$ cat src/rtl/mmio_sw_led.sv
// Bus-side switch/LED responder: a four-word register window holding the LEDs,
// the debounced switches, a sticky change flag and its interrupt enable.
module mmio_sw_led #(
    parameter logic [15:0] BASE_ADDR = 16'hC000,
    parameter int          DB_CYCLES = 4
) (
    input  logic        clk,
    input  logic        rst,
    input  logic [15:0] addr,
    input  logic        re,
    input  logic        we,
    input  logic [15:0] wdata,
    output logic [15:0] rdata,
    output logic        rvalid,
    input  logic [9:0]  SW,
    output logic [9:0]  LEDR,
    output logic        irq
);

    localparam logic [7:0] CNT_LAST = 8'(DB_CYCLES - 1);

    logic [9:0]  s1;
    logic [9:0]  s2;
    logic [9:0]  sw_db;
    logic [7:0]  cnt;
    logic        pend;
    logic        ien;

    logic        in_window;
    logic [1:0]  offset;
    logic        wr_en;
    logic        rd_en;
    logic        db_done;
    logic        pend_clr;
    logic [15:0] rd_value;
    logic        unused_wdata_bits;

    assign in_window = (addr[15:2] == BASE_ADDR[15:2]);
    assign offset    = addr[1:0];
    assign wr_en     = we && in_window;
    // A simultaneous write takes priority and silently drops the read.
    assign rd_en     = re && !we;
    assign db_done   = (s2 != sw_db) && (cnt == CNT_LAST);
    assign pend_clr  = wr_en && (offset == 2'd2) && wdata[0];
    assign unused_wdata_bits = ^wdata[15:10];

    always_comb begin
        rd_value = 16'h0000;
        if (in_window) begin
            case (offset)
                2'd0:    rd_value = {6'b0, LEDR};
                2'd1:    rd_value = {6'b0, sw_db};
                2'd2:    rd_value = {15'b0, pend};
                default: rd_value = {15'b0, ien};
            endcase
        end
    end

    always_ff @(posedge clk) begin
        if (rst) begin
            s1     <= '0;
            s2     <= '0;
            sw_db  <= '0;
            cnt    <= '0;
            pend   <= 1'b0;
            ien    <= 1'b0;
            LEDR   <= '0;
            rdata  <= '0;
            rvalid <= 1'b0;
            irq    <= 1'b0;
        end else begin
            s1 <= SW;
            s2 <= s1;

            // Any return of s2 to the accepted value restarts the stability count.
            if (s2 == sw_db) begin
                cnt <= '0;
            end else if (cnt == CNT_LAST) begin
                sw_db <= s2;
                cnt   <= '0;
            end else begin
                cnt <= cnt + 8'd1;
            end

            if (db_done) begin
                pend <= 1'b1;
            end else if (pend_clr) begin
                pend <= 1'b0;
            end

            if (wr_en && offset == 2'd0) begin
                LEDR <= wdata[9:0];
            end
            if (wr_en && offset == 2'd3) begin
                ien <= wdata[0];
            end

            rvalid <= rd_en;
            if (rd_en) begin
                rdata <= rd_value;
            end

            irq <= pend && ien;
        end
    end

endmodule

$ cat config.mk
export PLATFORM = sky130hd
export DESIGN_NAME = mmio_sw_led
export DESIGN_NICKNAME = d
export VERILOG_FILES = /design/src/rtl/mmio_sw_led.sv
export SDC_FILE = /design/constraint.sdc
export NUM_CORES = 1
export LEC_CHECK = 0
export ABC_AREA = 1
export BUFFER_PORTS_ARGS = -buffer_cell sky130_fd_sc_hd__buf_4
export CAP_MARGIN = 20
export CORE_MARGIN = 4
export CORE_UTILIZATION = 55
export CTS_CLUSTER_SIZE = 28
export DETAILED_ROUTE_END_ITERATION = 10
export HOLD_SLACK_MARGIN = 0.05
export PLACE_DENSITY = 0.89
export SKIP_CTS_REPAIR_TIMING = 1
export SLEW_MARGIN = 20
export SYNTH_ARGS = -nofsm -noshare
export SYNTH_HDL_FRONTEND = slang
export SYNTH_SLANG_ARGS = --single-unit
$ cat constraint.sdc
create_clock -name clk -period 2.7 [get_ports clk]
set_clock_uncertainty 0.15 [all_clocks]
set_input_delay 0.54 -clock clk [delete_from_list [all_inputs] [get_ports clk]]
set_output_delay 0.54 -clock clk [all_outputs]
set_load 0.05 [all_outputs]
==> out/qor.txt, run 1 <==
outcome - finished, final reports clean
P_leak - 1.54 nW
sequential fraction of the synthesis area - 46.7%
Setup TNS - 0 ps
Critical Path Source Type - flip-flop
R2R depth - 7
post-route ant nets - 0
Ant. Diodes - 0
routed len/inst - 11.1 µm
root buffer cell - clkbuf_8
initial drt markers - 126
CTS max path bufs - 2
min Tclk post-route - 1910 ps
Die W - 77.5 µm
Final setup viols - 0
Tcrit/Tclk final - 70.9%
Peak supply drop - 0.418 mV
die area - 6000 µm²
die height - 77.5 µm
reg2reg setup slack - 790 ps
TritonCTS clock tree - yes
Critical Path Start - cnt[0]
Post-Synthesis Cells - 372
core box area - 4690 µm²
Max Cap Viol - 0
RR Startpoint - cnt[0]
final net count - 482
Max Slew Vio Count - 0
Ports - 74
first-pass GRT wire length - 9.70 mm
Max-slew headroom - 62.8%
Hold Vio Cnt, Final - 0
std cell rows - 25
Residual DRC - 0
antenna violations before repair - 0
Setup crit end kind - flip-flop
vias - 2340
clock-pin transition on the worst setup and hold timing paths - 60 ps
Yosys cell types - 25
vias per cell - 4.76
Hold Slack - 249 ps
CTS Buf Count - 9
Post-Syn Area - 2660 µm²
vias in the first global route - 2237
RSZ-0062 raised after global routing - false
Worst-Skew Late Latency - 330 ps
clock sink total - 62
Setup CP Type - flip-flop to flip-flop
Critical Path RT - 2820 ps
final instance area - 3280 µm²
fmax - 523 MHz
Syn Area/Cell - 7.14 µm²
Synth Register Bits - 62
gr ovfl total - 0
CP Data Arrival Time - 2030 ps
Ys Warns - 0
H-tree depth - 3
IO Port Bufs - 61
worst r2r dst - sw_db[2]
Initial Util - 56.6%
actual slew at the worst max-slew pin - 558 ps
HPWL after DPL - 4.09 mm
Power Density - 573 nW/µm²
proportion of layout cells with a drive suffix above 1 - 21.7%
Tot Pwr - 1.88 mW
GPL Wtd Cong - 0.775
DRT Pass-1 Iters - 4
Area Overhead vs Synth - 23.4%
total global-route track usage - 20.3%
worst-path fanout max - 12
Total Wirelength - 5.48 mm
CP Capture Point - sw_db[2]
placed inst area - 3120 µm²
largest net degree at the start of global routing - 37
HP Class - flip-flop to flip-flop
-- cells in the mapped netlist, drive strengths merged --
library cell	instances	area, µm²
nor2	93	389
nand2	71	274
dfxtp	62	1240
inv	54	203
nand3	27	150
o21ai	19	95.1
a21oi	12	60.1
buf	12	85.1
clkbuf	6	22.5
xnor2	5	43.8
a22o	2	17.5
mux2i	2	20.0
xor2	2	17.5
conb	1	3.75
ha	1	12.5
nand4	1	6.26
o211ai	1	7.51
or2	1	6.26
-- per-stage QoR --
stage                     std cells  utilization [%]  setup slack [ps]
after global placement          478             66.5               746
after floorplan                 377                -              1160
after CTS                       492             69.8               780
final                           492             69.8               787
after global routing            492             69.8               656
after detailed placement        478             66.5               677
-- routing by layer --
layer  GRT usage (%)  wire (µm)
met2            34.7       2720
met5               0          0
met4            9.61         87
met1            22.7       2280
met3            6.61        383
-- worst max-delay path, cell delays in order (launching register included) --
cell and delay (ps):
dfxtp_1 360, ha_1 230, nand2_1 80, nor2_2 460, inv_2 120, nor2_4 240
nor2_1 80, nor2_1 130
-- state kept, by name, indices dropped and copies added (netlist names), 8 cells and up --
name / flops
cnt: 8
s2: 10
sw_db: 10
LEDR: 10
s1: 10
rdata: 10
-- how the worst min path moves through the flow --
stage,from,endpoint,slack (ps),cells after the start
after floorplan,s1[0],s2[0],240,2
after global placement,s1[7],s2[7],240,2
after detailed placement,s1[4],s2[4],240,2
after CTS,SW[3],s1[3],240,3
after global routing,SW[9],s1[9],260,3
final,s1[1],s2[1],250,2
-- power by group --
group	internal (mW)	switching [mW]	total [mW]
sequential	0.949	0.0208	0.970
clock	0.345	0.310	0.655
combinational	0.0992	0.154	0.253
-- final cells by class --
cell class	count	area [µm²]
clock buffer	12	145
clock inverter	2	10.0
fill	382	1420
inverter	54	203
multi-input combinational	243	1120
sequential	62	1240
tap	54	67.6
timing repair buffer	65	488
-- cell usage in the layout, fill, tap and decap left out, drive strengths merged, types with 2 or more instances in the layout --
cell    count
dfxtp      62
xor2        2
o21ai      19
nor2       93
clkbuf     12
a22o        2
conb        6
inv        54
a21oi      12
nand2      71
clkinv      2
nand3      27
mux2i       2
xnor2       5
buf        65
-- kinds of logic (layout without fill, tap and decap cells) --
group / count (synthesis) / in the layout / synth area share [%]
simple gates: 193 / 193 / 31.1
buf+inv: 72 / 133 / 11.7
flops: 62 / 62 / 46.7
compound gates: 34 / 34 / 6.79
xor+xnor: 7 / 7 / 2.31
mux: 2 / 2 / 0.754
fa+ha+maj: 1 / 1 / 0.471
other cells: 1 / 6 / 0.141
Power figures use the tool's default switching activity.
==> run 2, diff against run 1 <==
--- a/config.mk
+++ b/config.mk
@@ -5,15 +5,15 @@
 export SDC_FILE = /design/constraint.sdc
 export NUM_CORES = 1
 export LEC_CHECK = 0
-export ABC_AREA = 1
+export ABC_AREA = 0
 export BUFFER_PORTS_ARGS = -buffer_cell sky130_fd_sc_hd__buf_4
 export CAP_MARGIN = 20
 export CORE_MARGIN = 4
-export CORE_UTILIZATION = 55
+export CORE_UTILIZATION = 47
 export CTS_CLUSTER_SIZE = 28
 export DETAILED_ROUTE_END_ITERATION = 10
 export HOLD_SLACK_MARGIN = 0.05
-export PLACE_DENSITY = 0.89
+export PLACE_DENSITY = 0.81
 export SKIP_CTS_REPAIR_TIMING = 1
 export SLEW_MARGIN = 20
 export SYNTH_ARGS = -nofsm -noshare
==> constraint.sdc (replaced) <==
create_clock -name clk -period 1.55 [get_ports clk]
set_clock_uncertainty 0.15 [all_clocks]
set_input_delay 0.31 -clock clk [delete_from_list [all_inputs] [get_ports clk]]
set_output_delay 0.31 -clock clk [all_outputs]
set_load 0.05 [all_outputs]
==> run 2 against run 1 <==
The flow now finishes with violations (negative setup slack). Non-clock buffer count increased by 36. Register-to-register slack got worse by 1100 ps. Critical path depth down 2. Critical endpoint is now sw_db[9]. Highest routed layer unchanged.
==> out/qor.txt, run 2 <==
Hold Slack - 28.9 ps (-220 ps)
Hold Vio Cnt, Final - 0 (unchanged)
initial drt markers - 162 (+29%)
Power Density - 947 nW/µm² (+65%)
total global-route track usage - 19.8% (-0.44 points)
Yosys cell types - 41 (+64%)
HPWL after DPL - 5.16 mm (+26%)
Max Slew Vio Count - 0 (unchanged)
Syn Area/Cell - 9.55 µm² (+34%)
fillcell total - 432 (+13%)
CP Data Arrival Time - 1960 ps (-70 ps)
most common cell after layout, fill and taps aside - buf_4
Tot Pwr - 3.81 mW (+100%)
clock sink total - 62 (unchanged)
Setup crit end kind - flip-flop
top-count cell post-synth - dfxtp_1
Synth area leaders - dfxtp_1 (44%), nor4b_2 (5.3%), nor2b_1 (4.8%)
Area Overhead vs Synth - 41.5%
min Tclk post-route - 1830 ps (-88.0 ps)
core box area - 5890 µm² (+25%)
root buffer cell - clkbuf_8
Ports - 74 (unchanged)
Main synth FF type - dfxtp_1
P_leak - 1.62 nW (+5.2%)
CTS Buf Count - 9 (unchanged)
proportion of layout cells with a drive suffix above 1 - 39.3% (+18 points)
DRT Pass-1 Iters - 6 (+2)
vias in the first global route - 2514 (+12%)
top cell type's share of synthesized area - 43.6% (-3.1 points)
Max Cap Viol - 0 (unchanged)
H-tree depth - 3 (unchanged)
Worst-Skew Late Latency - 340 ps (about the same)
Final setup viols - 19 (+19)
Critical Path RT - 1680 ps (-1140 ps)
Final Util - 68.4% (-1.4 points)
violated checks - negative setup slack
Post-synth EDFFs - 0 (unchanged)
Tcrit/Tclk final - 118% (+47 points)
most frequent cells in the layout - buf_4 (88), dfxtp_1 (58), nand3_1 (25)
Synth area leader - dfxtp_1
first-pass GRT wire length - 11.5 mm (+18%)
Peak supply drop - 0.809 mV (+94%)
Total Wirelength - 7.24 mm (+32%)
routed len/inst - 15.5 µm (+39%)
Ant. Diodes - 0 (unchanged)
fmax - 548 MHz (+4.8%)
std cell rows - 28 (+12%)
Setup CP Type - flip-flop to flip-flop
Max-slew headroom - 59.2% (-3.6 points)
Critical Path Source Type - flip-flop
Die W - 85.8 µm (+11%)
outcome - finished, violations left
gr ovfl total - 0 (unchanged)
Ys Warns - 0 (unchanged)
die area - 7370 µm² (+23%)
post-route ant nets - 0 (unchanged)
Residual DRC - 0 (unchanged)
final net count - 434 (-10%)
Post-Syn Area - 2850 µm² (+7.2%)
vias - 2536 (+8.4%)
Synth Register Bits - 62 (unchanged)
sequential fraction of the synthesis area - 43.6% (-3.1 points)
actual slew at the worst max-slew pin - 610 ps (+52.4 ps)
Synth async-reset ratio - 0% (unchanged)
Initial Util - 48.4% (-8.2 points)
largest net degree at the start of global routing - 20 (-46%)
IO Port Bufs - 61 (unchanged)
worst-path fanout max - 6 (-6)
CTS max path bufs - 2 (unchanged)
RSZ-0062 raised after global routing - true
HP Class - primary input to flip-flop
GPL Wtd Cong - 0.851 (+9.9%)
Post-Synthesis Cells - 298 (-20%)
top cells by count, synth - dfxtp_1 (62), nand3_1 (25), nor2_1 (23), nor2b_1 (22), o21ai_0 (21)
vias per cell - 5.43 (+14%)
TritonCTS clock tree - yes
antenna violations before repair - 0 (unchanged)
final worst setup slack - -275 ps (-1060 ps)
clock-pin transition on the worst setup and hold timing paths - 70 ps (about the same)
die height - 85.8 µm (+11%)
==> run 2: changes by cell type in the layout (fill, tap and decap cells not counted), moves of 12 or more <==
cell / change
nor2b_1: +22
nor2_1: -61
inv_1: -48
buf_4: +23
nand4_1: +12
nand2_1: -65
==> run 2: logic make-up after synthesis <==
family / after synthesis / share of synthesized area, %
and+or+nand+nor: 122 / 27.5
DFF: 62 / 43.6
AOI/OAI and AO/OA: 56 / 12.3
buffers and inverters: 30 / 6.73
xor gates and xnor gates: 16 / 4.92
muxes: 10 / 4.35
adders and majority gates: 1 / 0.439
other: 1 / 0.132
==> run 2: worst max-delay path: stages (launching register included) <==
cell and delay [ps]:
dfxtp_2 330, or4_4 570, buf_6 180, nor4b_4 300, o21ai_1 140, nand3_1 90
==> run 2: through the flow <==
step	worst slack, ps	cell area [µm²]	std cells	TNS (ps)
finish	-275	4030	467	-3960
global route	-351	4030	467	-5290
CTS	-292	3980	463	-4770
detailed placement	-246	3740	447	-7390
global placement	-208	3740	447	-5650
floorplan	-137	3060	303	-1560
==> run 2: worst paths after layout <==
| path | start | cells past startpoint | endpoint | slack, ps |
|---|---|---|---|---|
| setup / recovery | cnt[2] | 5 | sw_db[9] | -280 |
| hold / removal | SW[1] | 2 | s1[1] | 30 |
| setup reg to reg | cnt[2] | 5 | sw_db[9] | -280 |
| hold reg to reg | s1[4] | 1 | s2[4] | 290 |
==> run 2: where the power goes <==
part	internal [mW]	switching, mW	leakage [nW]
Sequential	1.63	0.0242	0.506
Clock	1.04	0.616	0.120
Combinational	0.231	0.271	0.991
Total	2.90	0.911	1.62
==> run 2: cell type report <==
| class | count | area (µm²) | area share [%] |
|---|---|---|---|
| well taps | 75 | 93.8 | 2.33 |
| clock buffers | 13 | 169 | 4.20 |
| repair buffers | 101 | 836 | 20.8 |
| clock inverters | 3 | 65.1 | 1.62 |
| flip-flops and latches | 62 | 1250 | 31.0 |
| multi-input cells | 211 | 1610 | 40.0 |
| inverters | 2 | 7.51 | 0.186 |
==> run 2: per-layer routing <==
metal  global-route usage, %  vias up  share of wire [%]
li1                        -     1240                  -
met1                    23.0     1218                 39
met2                    34.8       67                 55
met3                    3.46       11                4.1
met4                    10.4        0                1.9
met5                       0        -                  0
==> run 3, diff against run 2 <==
--- a/config.mk
+++ b/config.mk
@@ -14,6 +14,7 @@
 export DETAILED_ROUTE_END_ITERATION = 10
 export HOLD_SLACK_MARGIN = 0.05
 export PLACE_DENSITY = 0.81
+export SETUP_SLACK_MARGIN = 0.3
 export SKIP_CTS_REPAIR_TIMING = 1
 export SLEW_MARGIN = 20
 export SYNTH_ARGS = -nofsm -noshare
==> run 3 against run 2 <==
The flow still finishes with violations (negative setup slack). Cell count rose by 2.6%. Sequential cell count did not move. Core utilization increased by 11 points. Setup slack got worse by 92 ps. Wire length up 56%. Critical path depth did not move. Die area is the same. Largest power group is now the clock network.
==> out/qor.txt, run 3 (same netlist as run 2, synthesis figures left out) <==
outcome - finished, violations left
violated checks - negative setup slack
Ant. Diodes - 0 (unchanged)
die area - 7370 µm² (unchanged)
Setup TNS - -4520 ps (-559 ps)
routed len/inst - 23.5 µm (+52%)
initial drt markers - 377 (+130%)
post-route ant nets - 0 (unchanged)
vias per cell - 6.28 (+16%)
GPL Wtd Cong - 0.865 (+1.6%)
WP depth - 5 (unchanged)
placed inst area - 3830 µm² (+2.4%)
Final Util - 79.3% (+11 points)
Int Power - 2.81 mW (-3.0%)
final instance area - 4670 µm² (+16%)
switching share of power - 27.5% (+3.7 points)
Worst Hold Path Cells - 2 (unchanged)
core box area - 5890 µm² (unchanged)
Ports - 74 (unchanged)
total global-route track usage - 20.9% (+1.1 points)
Critical Path RT - 1600 ps (-80 ps)
root buffer cell - clkbuf_8
Die W - 85.8 µm (unchanged)
Power Density - 832 nW/µm² (-12%)
dpl cells - 449 (+0.45%)
HPWL after DPL - 5.35 mm (+3.6%)
Clock Power Share - 42.8% (-0.5 points)
CP cell instances - or4_4, or2_4, buf_6, a22oi_2, nand3_1
RSZ-0062 raised after global routing - true
TritonCTS clock tree - yes
Max Cap Viol - 0 (unchanged)
vias - 3007 (+19%)
dpl ws - -267 ps (-20.9 ps)
DRT Pass-1 Iters - 6 (unchanged)
largest net degree at the start of global routing - 35 (+75%)
P_leak - 1.79 nW (+11%)
Tcrit/Tclk final - 124% (+5.9 points)
vias in the first global route - 2614 (+4.0%)
Critical Path Source Type - flip-flop
R2R depth - 5 (unchanged)
proportion of layout cells with a drive suffix above 1 - 56.2% (+17 points)
die height - 85.8 µm (unchanged)
HP Class - primary input to flip-flop
Final setup viols - 19 (unchanged)
Hold Vio Cnt, Final - 0 (unchanged)
fmax - 522 MHz (-4.8%)
Logic pwr share - 14.7% (+1.5 points)
Initial Util - 48.4% (unchanged)
cell family with most CP delay - simple AND/OR/NAND/NOR gates
CTS max path bufs - 2 (unchanged)
most common cell after layout, fill and taps aside - buf_4
switching power - 1.07 mW (+17%)
Residual DRC - 0 (unchanged)
IO Port Bufs - 61 (unchanged)
fillcell total - 323 (-25%)
non-filler cells, final - 479 (+2.6%)
clock sink total - 62 (unchanged)
worst-path fanout max - 5 (-1)
Critical path buffers and inverters - 1 (unchanged)
Worst-Skew Late Latency - 360 ps (+20 ps)
CTS Buf Count - 9 (unchanged)
Max-slew headroom - 63.2% (+4.1 points)
std cell rows - 28 (unchanged)
final worst setup slack - -367 ps (-91.8 ps)
Max Slew Vio Count - 0 (unchanged)
Area Overhead vs Synth - 64.0%
max incr delay on CP - 570 ps (about the same)
actual slew at the worst max-slew pin - 551 ps (-59.5 ps)
min Tclk post-route - 1920 ps (+91.8 ps)
CP Data Arrival Time - 1960 ps (about the same)
H-tree depth - 3 (unchanged)
final net count - 446 (+2.8%)
CP max-delay cell - or4_4
first-pass GRT wire length - 12.1 mm (+5.6%)
Peak supply drop - 1.07 mV (+33%)
antenna violations before repair - 0 (unchanged)
most frequent cells in the layout - buf_4 (66), dfxtp_1 (35), buf_8 (24)
Total Wirelength - 11.3 mm (+56%)
gr ovfl total - 0 (unchanged)
Setup CP Type - flip-flop to flip-flop
Setup crit end kind - flip-flop
clock-pin transition on the worst setup and hold timing paths - 80 ps (about the same)
Reg power frac - 42.5% (-1.0 points)
-- run 3: worst paths after layout --
check	startpoint	end	slack, ps
worst min-delay path	SW[8]	s1[8]	20
worst max register to register	cnt[7]	sw_db[9]	-370
worst min register to register	s1[8]	s2[8]	290
worst max-delay path	cnt[7]	sw_db[9]	-370
-- run 3: layer usage --
layer	GRT usage, %	vias up	routed length (µm)
met5	0	-	0
met4	11.8	0	846
met3	4.42	82	757
met2	35.9	207	5660
met1	24.1	1448	4020
li1	-	1270	-
-- run 3: cell type report --
cell class                      count  area (µm²)  share of cell area, %
Tap cell                           75        93.8                   2.01
Multi-Input combinational cell    211        1870                   40.2
Clock inverter                      6        85.1                   1.82
Clock buffer                       10         138                   2.95
Inverter                            2        7.51                  0.161
Timing Repair Buffer              113        1180                   25.3
Sequential cell                    62        1290                   27.6
-- run 3: power by group through the flow --
| stage | sequential [mW] | combinational [mW] | clock [mW] |
|---|---|---|---|
| floorplan | 1.69 | 0.298 | 0 |
| global placement | 1.69 | 0.488 | 0 |
| detailed placement | 1.70 | 0.494 | 0 |
| CTS | 1.66 | 0.498 | 1.61 |
| global route | 1.66 | 0.596 | 1.73 |
| finish | 1.65 | 0.570 | 1.66 |
-- run 3: worst reg2reg max path, stage by stage, from the launching register on --
cell and delay (ps):
dfxtp_1 320, or4_4 570, or2_4 280, buf_6 140, a22oi_2 120, nand3_1 190
-- run 3: per-stage QoR --
| stage | power (mW) | hold WS [ps] |
|---|---|---|
| after floorplan | 1.99 | 264 |
| after global placement | 2.18 | 269 |
| after detailed placement | 2.19 | 278 |
| after CTS | 3.77 | 13.2 |
| after global routing | 3.98 | 27.7 |
| final | 3.88 | 22.9 |
